<file path="config.mk">
export PLATFORM = sky130hd
export DESIGN_NAME = multicycle_ctrl
export DESIGN_NICKNAME = d
export VERILOG_FILES = /design/src/rtl/multicycle_ctrl.sv
export SDC_FILE = /design/constraint.sdc
export NUM_CORES = 1
export LEC_CHECK = 0
export CAP_MARGIN = 5
export CORE_AREA = 10 10 54 98
export CTS_CLUSTER_DIAMETER = 120
export CTS_CLUSTER_SIZE = 25
export DETAILED_ROUTE_END_ITERATION = 6
export DIE_AREA = 0 0 64 108
export PLACE_DENSITY = 0.65
export SLEW_MARGIN = 10
export SYNTH_ARGS = -nofsm -noshare
export SYNTH_HDL_FRONTEND = slang
export SYNTH_SLANG_ARGS = --single-unit
</file>
<file path="constraint.sdc">
create_clock -name clk -period 1.6 [get_ports clk]
set_input_delay 0.24 -clock clk [delete_from_list [all_inputs] [get_ports clk]]
set_output_delay 0.24 -clock clk [all_outputs]
set_load 0.01 [all_outputs]
</file>
<file path="src/rtl/multicycle_ctrl.sv">
// rtl/multicycle_ctrl.sv - Moore FSM controller for the multicycle MIPS datapath
module multicycle_ctrl (
  input  logic       clk,
  input  logic       rstn,
  input  logic [5:0] Op,
  input  logic [5:0] Funct,
  input  logic       Zero,
  output logic       PCWrite,
  output logic [1:0] PCSource,
  output logic       IorD,
  output logic       MemRead,
  output logic       MemWrite,
  output logic       IRWrite,
  output logic       RegWrite,
  output logic [1:0] RegDst,
  output logic [1:0] MemtoReg,
  output logic [1:0] ALUSrcA,
  output logic [1:0] ALUSrcB,
  output logic       ExtOp,
  output logic [3:0] ALUop,
  output logic       Illegal,
  output logic [3:0] State
);

  // ALU operation codes shared with the ALU
  localparam logic [3:0] ALU_NOP  = 4'd0;
  localparam logic [3:0] ALU_ADD  = 4'd1;
  localparam logic [3:0] ALU_SUB  = 4'd2;
  localparam logic [3:0] ALU_AND  = 4'd3;
  localparam logic [3:0] ALU_OR   = 4'd4;
  localparam logic [3:0] ALU_SLT  = 4'd5;
  localparam logic [3:0] ALU_SLTU = 4'd6;
  localparam logic [3:0] ALU_NOR  = 4'd7;
  localparam logic [3:0] ALU_SLL  = 4'd8;
  localparam logic [3:0] ALU_SRL  = 4'd9;
  localparam logic [3:0] ALU_LUI  = 4'd10;
  localparam logic [3:0] ALU_ADDU = 4'd11;
  localparam logic [3:0] ALU_SUBU = 4'd12;

  localparam logic [5:0] OP_RTYPE = 6'b000000;
  localparam logic [5:0] OP_J     = 6'b000010;
  localparam logic [5:0] OP_JAL   = 6'b000011;
  localparam logic [5:0] OP_BEQ   = 6'b000100;
  localparam logic [5:0] OP_BNE   = 6'b000101;
  localparam logic [5:0] OP_ADDI  = 6'b001000;
  localparam logic [5:0] OP_SLTI  = 6'b001010;
  localparam logic [5:0] OP_ANDI  = 6'b001100;
  localparam logic [5:0] OP_ORI   = 6'b001101;
  localparam logic [5:0] OP_LUI   = 6'b001111;
  localparam logic [5:0] OP_LW    = 6'b100011;
  localparam logic [5:0] OP_SW    = 6'b101011;
  localparam logic [5:0] F_JR     = 6'b001000;

  typedef enum logic [3:0] {
    S_INIT = 4'd0, S_IF  = 4'd1, S_ID  = 4'd2,  S_EXE = 4'd3,
    S_MADR = 4'd4, S_MRD = 4'd5, S_MWR = 4'd6,  S_WBM = 4'd7,
    S_WBA  = 4'd8, S_BR  = 4'd9, S_JMP = 4'd10, S_JR  = 4'd11
  } state_t;

  state_t state_q, state_d;

  logic       r_legal, i_legal, i_ext;
  logic [3:0] r_alu, i_alu;
  logic [1:0] r_srca;

  // State register; reset only aborts the sequence, nothing else is held here
  always_ff @(posedge clk or negedge rstn) begin
    if (!rstn) state_q <= S_INIT;
    else       state_q <= state_d;
  end

  // R-type function decode: ALU op and A-operand source (shamt for immediate shifts)
  always_comb begin
    r_legal = 1'b1;
    r_alu   = ALU_NOP;
    r_srca  = 2'b01;
    case (Funct)
      6'b100000: r_alu = ALU_ADD;
      6'b100001: r_alu = ALU_ADDU;
      6'b100010: r_alu = ALU_SUB;
      6'b100011: r_alu = ALU_SUBU;
      6'b100100: r_alu = ALU_AND;
      6'b100101: r_alu = ALU_OR;
      6'b100111: r_alu = ALU_NOR;
      6'b101010: r_alu = ALU_SLT;
      6'b101011: r_alu = ALU_SLTU;
      6'b000000: begin r_alu = ALU_SLL; r_srca = 2'b10; end
      6'b000010: begin r_alu = ALU_SRL; r_srca = 2'b10; end
      6'b000100: r_alu = ALU_SLL;
      6'b000110: r_alu = ALU_SRL;
      default:   r_legal = 1'b0;
    endcase
  end

  // I-type arithmetic decode: ALU op and immediate extension mode
  always_comb begin
    i_legal = 1'b1;
    i_alu   = ALU_NOP;
    i_ext   = 1'b0;
    case (Op)
      OP_ADDI: begin i_alu = ALU_ADD; i_ext = 1'b1; end
      OP_SLTI: begin i_alu = ALU_SLT; i_ext = 1'b1; end
      OP_ANDI: i_alu = ALU_AND;
      OP_ORI:  i_alu = ALU_OR;
      OP_LUI:  i_alu = ALU_LUI;
      default: i_legal = 1'b0;
    endcase
  end

  // Next state and Moore outputs; everything defaults to inactive / ALU_NOP
  always_comb begin
    state_d  = S_IF;
    PCWrite  = 1'b0;
    PCSource = 2'b00;
    IorD     = 1'b0;
    MemRead  = 1'b0;
    MemWrite = 1'b0;
    IRWrite  = 1'b0;
    RegWrite = 1'b0;
    RegDst   = 2'b00;
    MemtoReg = 2'b00;
    ALUSrcA  = 2'b00;
    ALUSrcB  = 2'b00;
    ExtOp    = 1'b0;
    ALUop    = ALU_NOP;
    Illegal  = 1'b0;
    case (state_q)
      S_INIT: state_d = S_IF;
      S_IF: begin
        MemRead = 1'b1;
        IRWrite = 1'b1;
        ALUSrcB = 2'b01;
        ALUop   = ALU_ADD;
        PCWrite = 1'b1;
        state_d = S_ID;
      end
      S_ID: begin
        // ALUOut latches PC+4 + (sext imm << 2) as the branch target
        ALUSrcB = 2'b11;
        ExtOp   = 1'b1;
        ALUop   = ALU_ADD;
        case (Op)
          OP_RTYPE: begin
            if (Funct == F_JR) state_d = S_JR;
            else if (r_legal)  state_d = S_EXE;
            else               Illegal = 1'b1;
          end
          OP_ADDI, OP_SLTI, OP_ANDI, OP_ORI, OP_LUI: state_d = S_EXE;
          OP_LW, OP_SW:   state_d = S_MADR;
          OP_BEQ, OP_BNE: state_d = S_BR;
          OP_J, OP_JAL:   state_d = S_JMP;
          default:        Illegal = 1'b1;
        endcase
      end
      S_EXE: begin
        state_d = S_WBA;
        if (Op == OP_RTYPE) begin
          ALUSrcA = r_srca;
          ALUop   = r_alu;
        end else begin
          ALUSrcA = 2'b01;
          ALUSrcB = 2'b10;
          ALUop   = i_alu;
          ExtOp   = i_ext;
        end
      end
      S_WBA: begin
        RegWrite = 1'b1;
        RegDst   = (Op == OP_RTYPE) ? 2'b01 : 2'b00;
      end
      S_MADR: begin
        ALUSrcA = 2'b01;
        ALUSrcB = 2'b10;
        ExtOp   = 1'b1;
        ALUop   = ALU_ADD;
        if (Op == OP_LW)      state_d = S_MRD;
        else if (Op == OP_SW) state_d = S_MWR;
      end
      S_MRD: begin
        MemRead = 1'b1;
        IorD    = 1'b1;
        state_d = S_WBM;
      end
      S_WBM: begin
        RegWrite = 1'b1;
        MemtoReg = 2'b01;
      end
      S_MWR: begin
        MemWrite = 1'b1;
        IorD     = 1'b1;
      end
      S_BR: begin
        ALUSrcA  = 2'b01;
        ALUop    = ALU_SUB;
        PCSource = 2'b01;
        PCWrite  = (Op == OP_BNE) ? ~Zero : Zero;
      end
      S_JMP: begin
        PCWrite  = 1'b1;
        PCSource = 2'b10;
        if (Op == OP_JAL) begin
          RegWrite = 1'b1;
          RegDst   = 2'b10;
          MemtoReg = 2'b10;
        end
      end
      S_JR: begin
        PCWrite  = 1'b1;
        PCSource = 2'b11;
      end
      default: state_d = S_IF;
    endcase
  end

  assign State = state_q;

endmodule

</file>
==> results.txt <==
- The flow ran to the end, but the final reports show violations.
- The final reports fail on setup timing.
- Post-route design area: 0.00222 mm²
- The root buffer cell chosen for the clock tree is sky130_fd_sc_hd__clkbuf_8.
- Setup violations remaining at the end of the flow were counted as 17.
* Number of detailed-routing iterations run before antenna repair: 4
- Floorplan row count: 32
- Worst path max stage delay: 410 ps
- Wire length of the first global-routing pass: 7900 µm
- Fin Clk Skew: between 4 and 5 ps
- CTS built an H-tree with a depth of 1.
- Peak Freq: 522 MHz
- The layout has about 340 filler cells.
- Overflow after GRT: 0
* Number of hold violations in the final report: 0
- Maximum VDD drop: 0.683 mV
- Yosys mapped a number of flops with a built-in enable equal to 0.
- Post-DRT Antenna Nets: 0
* Vias in the first global route: around 1600
- Deepest clock path buffer count: 2
- Post-Syn Instances: 147
- RD Place Congestion: between 0.8 and 0.9
- Via Count: 1578
* Final-report max-slew violation count: 0
* Post-route clock period utilization: 120%
- In the final layout, the multi-input gates occupy 0.00110 mm².
- Final total power: between 2 and 3 mW
- CTS clk-pin slew, worst paths: 30 ps
- Clock period minus worst slack: 1920 ps
- Initial antenna violation count: 0
- Of all nets on the critical path, the largest fanout is 4.
* Sequential area share after synthesis: 9.59%
* Post-layout nets: 263
- Detailed-route vias per instance: 5.31
- DRC violations left: 0
* Pin count of the biggest net entering global routing: 13
- Critical path required time: 1360 ps
- Initial core utilization: 27.4%
- Number of unique standard cell types used by synthesis: between 50 and 60
- TritonCTS created 3 clock buffers.
- Kind of critical path: register to output port
- Clock insertion delay at the later pin of the skew report: between 200 and 250 ps
* Static leakage power: 1.04 nW
- The worst setup path is launched from a register.
- The die is 108 µm tall.
- Counting flops and latches in the post-synthesis netlist gives 4.
- Area of the mapped netlist: 0.00104 mm²
* Fraction of layout instances using a drive strength above 1: between 60% and 70%
- Filler-free cell count of the finished design: between 200 and 300
- Final HPWL from detailed placement: 3510 µm
- Dividing the synthesized area by the synthesized cell count gives 7.10 µm².
- Routed wire length per instance: 18.2 µm
- Area overhead of the layout relative to synthesis: 113%
- For this design the ratio of total power to cell area is 1260 mW/mm².
* Setup repair after global routing missed its margin: true
- Largest register FFs: 4
- Placed cell count: 276
- The number of antenna diodes in the final layout is 0.
- The worst setup path is captured at an output port.
- TritonCTS built the clock tree.
* Die Footprint: 0.00691 mm²
- Storage cell area: 101 µm²
- Input and output buffers added on the ports amount to 40.
* Syn nets: around 160
- Detailed router's first-iteration violation count: 59
- Fraction of registers with async set or reset after synthesis: 100%
- For this block, the routed nets add up to 5410 µm of wire.
- The total area inside the core boundary comes to 0.00380 mm².
- STA puts the critical path data arrival time at ~1700 ps.
- Pin placement for this block handled 41 I/O pins.
- The tree built by TritonCTS fans out to 4 sinks.
- Number of synthesis warnings: 0
- Global-route usage over all layers: 13.9%
- The min-delay analysis places its worst path in the category input port to async pin.
* Post-placement cell area: 0.00180 mm²
- Synth Flop Type: sky130_fd_sc_hd__dfrtp_1
* Final worst slack: -317 ps
* Slew HR: 72.8%
* Worst-path cell chain: buf_6 > nand4bb_1 > o211ai_1 > buf_4 > a22oi_2 > nand2_1 > buf_2
- The die is roughly 64 µm wide.
* Number of maximum-capacitance violations: 0
- Slowest cell on the critical path: sky130_fd_sc_hd__dfrtp_1
- At the pin with the least slew margin, the transition time is 398 ps.
[synthesized netlist by cell type (5+ instances only)]
| master | n | area, µm² |
|---|---|---|
| sky130_fd_sc_hd__buf_6 | 6 | 67.6 |
| sky130_fd_sc_hd__a31oi_1 | 5 | 31.3 |
| sky130_fd_sc_hd__buf_2 | 5 | 25.0 |
| sky130_fd_sc_hd__nand2_1 | 9 | 33.8 |
| sky130_fd_sc_hd__nor2b_1 | 7 | 43.8 |
| sky130_fd_sc_hd__nand3_1 | 6 | 30.0 |
| sky130_fd_sc_hd__nand2b_1 | 6 | 37.5 |
| sky130_fd_sc_hd__nor2_1 | 16 | 60.1 |
| sky130_fd_sc_hd__a21oi_1 | 6 | 30.0 |
| sky130_fd_sc_hd__nor3_1 | 5 | 25.0 |
[power breakdown]
part	internal, mW	switching, mW	total [mW]
clock network	0.161	0.0576	0.218
registers	0.141	0.0594	0.201
logic	1.21	1.17	2.38
[cells by family after synthesis]
family,count (synthesis),synth area share (%)
compound gates,39,27.5
xor+xnor,5,4.20
buf+inv,18,11.4
flops,4,9.59
simple gates,81,47.4
[routing by layer]
metal	part of all wire, %	GRT usage [%]
met1	30	11.4
met2	60	29.5
met3	4.0	2.18
met4	5.6	6.60
met5	0	0
[final timing paths]
check / end / slack (ps) / from / cells past startpoint
min in group clk: State[0]$_DFF_PN0_ / 530 / Op[3] / 5
min reg2reg: State[0]$_DFF_PN0_ / 740 / State[1]$_DFF_PN0_ / 3
max in group asynchronous: State[3]$_DFF_PN0_ / 1200 / rstn / 1
max reg2reg: State[1]$_DFF_PN0_ / -20 / State[2]$_DFF_PN0_ / 7
min: State[2]$_DFF_PN0_ / 220 / rstn / 1
max: ALUop[0] / -320 / State[2]$_DFF_PN0_ / 7
[critical path: cells and delay by family, from the launching register on]
kind	cells	cell delay (ps)
buffers and inverters	3	440
AOI/OAI and AO/OA	2	320
DFF	1	410
and+or+nand+nor	2	290
[final cells by class]
| type | count | share of cell area (%) |
|---|---|---|
| flip-flops and latches | 4 | 4.56 |
| multi-input cells | 125 | 49.4 |
| inverters | 4 | 1.01 |
| repair buffers | 110 | 40.3 |
| well taps | 51 | 2.87 |
| clock buffers | 3 | 1.86 |
[stage by stage]
step / utilization [%] / hold WS (ps) / setup TNS [ps] / setup WS [ps]
2_1_floorplan: - / -55.6 / 0 / 7.07
3_3_place_gp: 47.3 / 450 / -13890 / -913
3_5_place_dp: 47.3 / 452 / -13990 / -918
4_1_cts: 53.8 / 218 / -1510 / -253
5_1_grt: 58.5 / 225 / -3200 / -372
6_report: 58.5 / 218 / -2440 / -317
[repair_timing]
item                       CTS  global route
gates resized for setup    183            34
setup buffers               13             7
setup endpoints to repair   23            22
hold buffers                 0             0
pin swaps                   20            11
[layout by cell type, fill, tap and decap left out, types with 4 or more instances in the layout]
| master | synthesis | final |
|---|---|---|
| sky130_fd_sc_hd__buf_4 | 0 | 53 |
| sky130_fd_sc_hd__nand2b_1 | 6 | 5 |
| sky130_fd_sc_hd__nor2_1 | 16 | 7 |
| sky130_fd_sc_hd__buf_6 | 6 | 19 |
| sky130_fd_sc_hd__dlygate4sd2_1 | 0 | 5 |
| sky130_fd_sc_hd__o21ai_1 | 4 | 4 |
| sky130_fd_sc_hd__buf_2 | 5 | 23 |
| sky130_fd_sc_hd__nor2b_4 | 0 | 5 |
| sky130_fd_sc_hd__nor2_2 | 2 | 5 |
| sky130_fd_sc_hd__nor3_4 | 1 | 5 |
| sky130_fd_sc_hd__nor2_4 | 0 | 6 |
| sky130_fd_sc_hd__nand2_1 | 9 | 5 |
| sky130_fd_sc_hd__and2_1 | 4 | 4 |
| sky130_fd_sc_hd__and3_1 | 4 | 4 |
(Power assumes the default switching activity.)
==> RTL edit (same settings) <==
Register the output `ALUop`, without a reset; this adds one clock of latency there. The other outputs are not delayed to match.
--- a/src/rtl/multicycle_ctrl.sv
+++ b/src/rtl/multicycle_ctrl.sv
@@ -58,4 +58,6 @@
   } state_t;
 
+  logic [3:0] ALUop_d;
+
   state_t state_q, state_d;
 
@@ -123,5 +125,5 @@
     ALUSrcB  = 2'b00;
     ExtOp    = 1'b0;
-    ALUop    = ALU_NOP;
+    ALUop_d  = ALU_NOP;
     Illegal  = 1'b0;
     case (state_q)
@@ -131,5 +133,5 @@
         IRWrite = 1'b1;
         ALUSrcB = 2'b01;
-        ALUop   = ALU_ADD;
+        ALUop_d = ALU_ADD;
         PCWrite = 1'b1;
         state_d = S_ID;
@@ -139,5 +141,5 @@
         ALUSrcB = 2'b11;
         ExtOp   = 1'b1;
-        ALUop   = ALU_ADD;
+        ALUop_d = ALU_ADD;
         case (Op)
           OP_RTYPE: begin
@@ -157,9 +159,9 @@
         if (Op == OP_RTYPE) begin
           ALUSrcA = r_srca;
-          ALUop   = r_alu;
+          ALUop_d = r_alu;
         end else begin
           ALUSrcA = 2'b01;
           ALUSrcB = 2'b10;
-          ALUop   = i_alu;
+          ALUop_d = i_alu;
           ExtOp   = i_ext;
         end
@@ -173,5 +175,5 @@
         ALUSrcB = 2'b10;
         ExtOp   = 1'b1;
-        ALUop   = ALU_ADD;
+        ALUop_d = ALU_ADD;
         if (Op == OP_LW)      state_d = S_MRD;
         else if (Op == OP_SW) state_d = S_MWR;
@@ -192,5 +194,5 @@
       S_BR: begin
         ALUSrcA  = 2'b01;
-        ALUop    = ALU_SUB;
+        ALUop_d  = ALU_SUB;
         PCSource = 2'b01;
         PCWrite  = (Op == OP_BNE) ? ~Zero : Zero;
@@ -215,4 +217,8 @@
   assign State = state_q;
 
+  always_ff @(posedge clk) begin
+    ALUop <= ALUop_d;
+  end
+
 endmodule
 
Formal check against the unedited RTL: not equivalent (Yosys sat finds a counterexample within 4 cycles, from zero or initial values and one cycle with rstn low).
==> RTL edit against the original RTL <==
The run still ends with negative setup slack left. Wire length decreased by 7.2%. Clock skew increased by 0.0021 ns. Final area increased by 2.0%. Global-route usage decreased by 0.81 points. Synthesized cell count increased by 2.7%. Hold slack got worse by 0.0015 ns. Power increased by 4.0%. Setup slack improved by 0.017 ns. Non-clock buffer count increased by 4. Sequential cell count increased by 4. Area after synthesis increased by 7.7%. Largest power group unchanged. Utilization increased by 1.2 points. Sequential share of layout area increased by 3.6 points.
==> RTL edit: results (changes against the original RTL) <==
Parameter                              Value

Setup path
  End point of the critical path ... RegWrite
  Origin of the critical flop-to-flop path ... State[1]
  Destination of the worst register-to-register timing path ... ALUop[0]
  Top cell family by delay on the critical path ... simple AND/OR/NAND/NOR gates
  FF-to-FF setup slack ... -0.28 ns (-0.26 ns)
  Worst Setup SP ... State[0]
  Largest stage delay, worst path ... 0.43 ns (+0.02 ns)

Final layout
  Layout Nets ... 271 (+3.0%)
  Fraction of final layout cells with drive strength greater than 1 ... 58.4% (-4.2 points)
  Number of filler instances in the final layout ... 305 (-9.0%)
  Non-filler instance count after layout ... 306 (+3.0%)

STA
  PnR worst setup slack ... -0.300 ns (+0.0171 ns)
  Setup TNS after final layout ... -1.93 ns (+0.511 ns)
  Post-Route Hold Slack ... 0.216 ns (-0.00146 ns)
  Post-route clock skew ... 0.00652 ns (+0.00207 ns)
  Transition time at the pin with the least slew margin ... 0.397 ns (-0.000800 ns)
  Setup violators final ... 11 (-6)

Route
  Number of violations reported at the end of detailed-routing iteration 0 ... 55 (-6.8%)
  Routed wl met2 ... 2800 µm (-14%)
  Routed length on met1 ... 1610 µm (-2.3%)
  DRT Wirelength ... 5020 µm (-7.2%)
  Met3 WL post-DR ... 227 µm (+4.6%)
  Number of vias per cell ... 5.16 (-2.9%)

Yosys
  Number of unique standard cell types used by synthesis ... 56 (+1.8%)
  Register area share after synthesis ... 16.0% (+6.4 points)
  Post-Synthesis Cell Area ... 1120 µm² (+7.7%)
  Prevailing post-synth register cell ... sky130_fd_sc_hd__dfxtp_1
  Total nets after synthesis ... 166 (+2.5%)
  Number of instances in the synthesized netlist ... 151 (+2.7%)

Global route
  Global-route usage over all layers ... 13.1% (-0.81 points)
  Global-route wire length before repair ... 7440 µm (-5.8%)
  Via count of the first global-routing pass ... 1648 (+0.24%)
  Met2 demand-to-capacity share in global routing ... 25.2% (-4.4 points)
  Largest net degree at the start of global routing ... 14 (+1)
  Met3 Use GR ... 2.69% (+0.52 points)
  Met1 track demand over resource ... 10.8% (-0.59 points)

Placed design
  Pre-CTS setup slack ... -0.954 ns (-0.0364 ns)
  Final Wtd Congestion ... 0.945 (+8.3%)
  Cells after DPL ... 277 (+0.36%)

Outcome
  Failing checks ... negative setup slack
  Run status ... complete, but fails checks

Pwr
  Design internal power ... 1680 µW (+11%)

CTS
  H-tree depth reported by CTS ... 1 (unchanged)
==> RTL edit: timing repair <==
item,CTS,global route
buffers inserted,14,11
gates cloned,0,0
endpoints found under the setup margin,23,22
gates resized for setup,123,56
pin swaps,21,21
==> RTL edit: per-stage QoR <==
stage,utilization [%],power [µW]
floorplan,-,1060
global placement,48.8,2000
detailed placement,48.8,2010
CTS,53.9,2420
global route,59.6,3080
finish,59.6,2910
==> RTL edit: cell type report <==
type,count,area share (%)
Multi-Input combinational cell,125,44.5
Timing Repair Buffer,114,41.8
Tap cell,51,2.81
Clock buffer,4,1.99
Sequential cell,8,8.16
Inverter,4,0.772
==> RTL edit: cells by family (layout without fill, tap and decap cells) <==
logic type / count (synthesis) / in the layout / synth area share, %
and+or+nand+nor: 81 / 81 / 44.0
AOI/OAI and AO/OA: 39 / 39 / 25.5
buffers and inverters: 18 / 122 / 10.6
DFF: 8 / 8 / 16.0
xor gates and xnor gates: 5 / 5 / 3.90
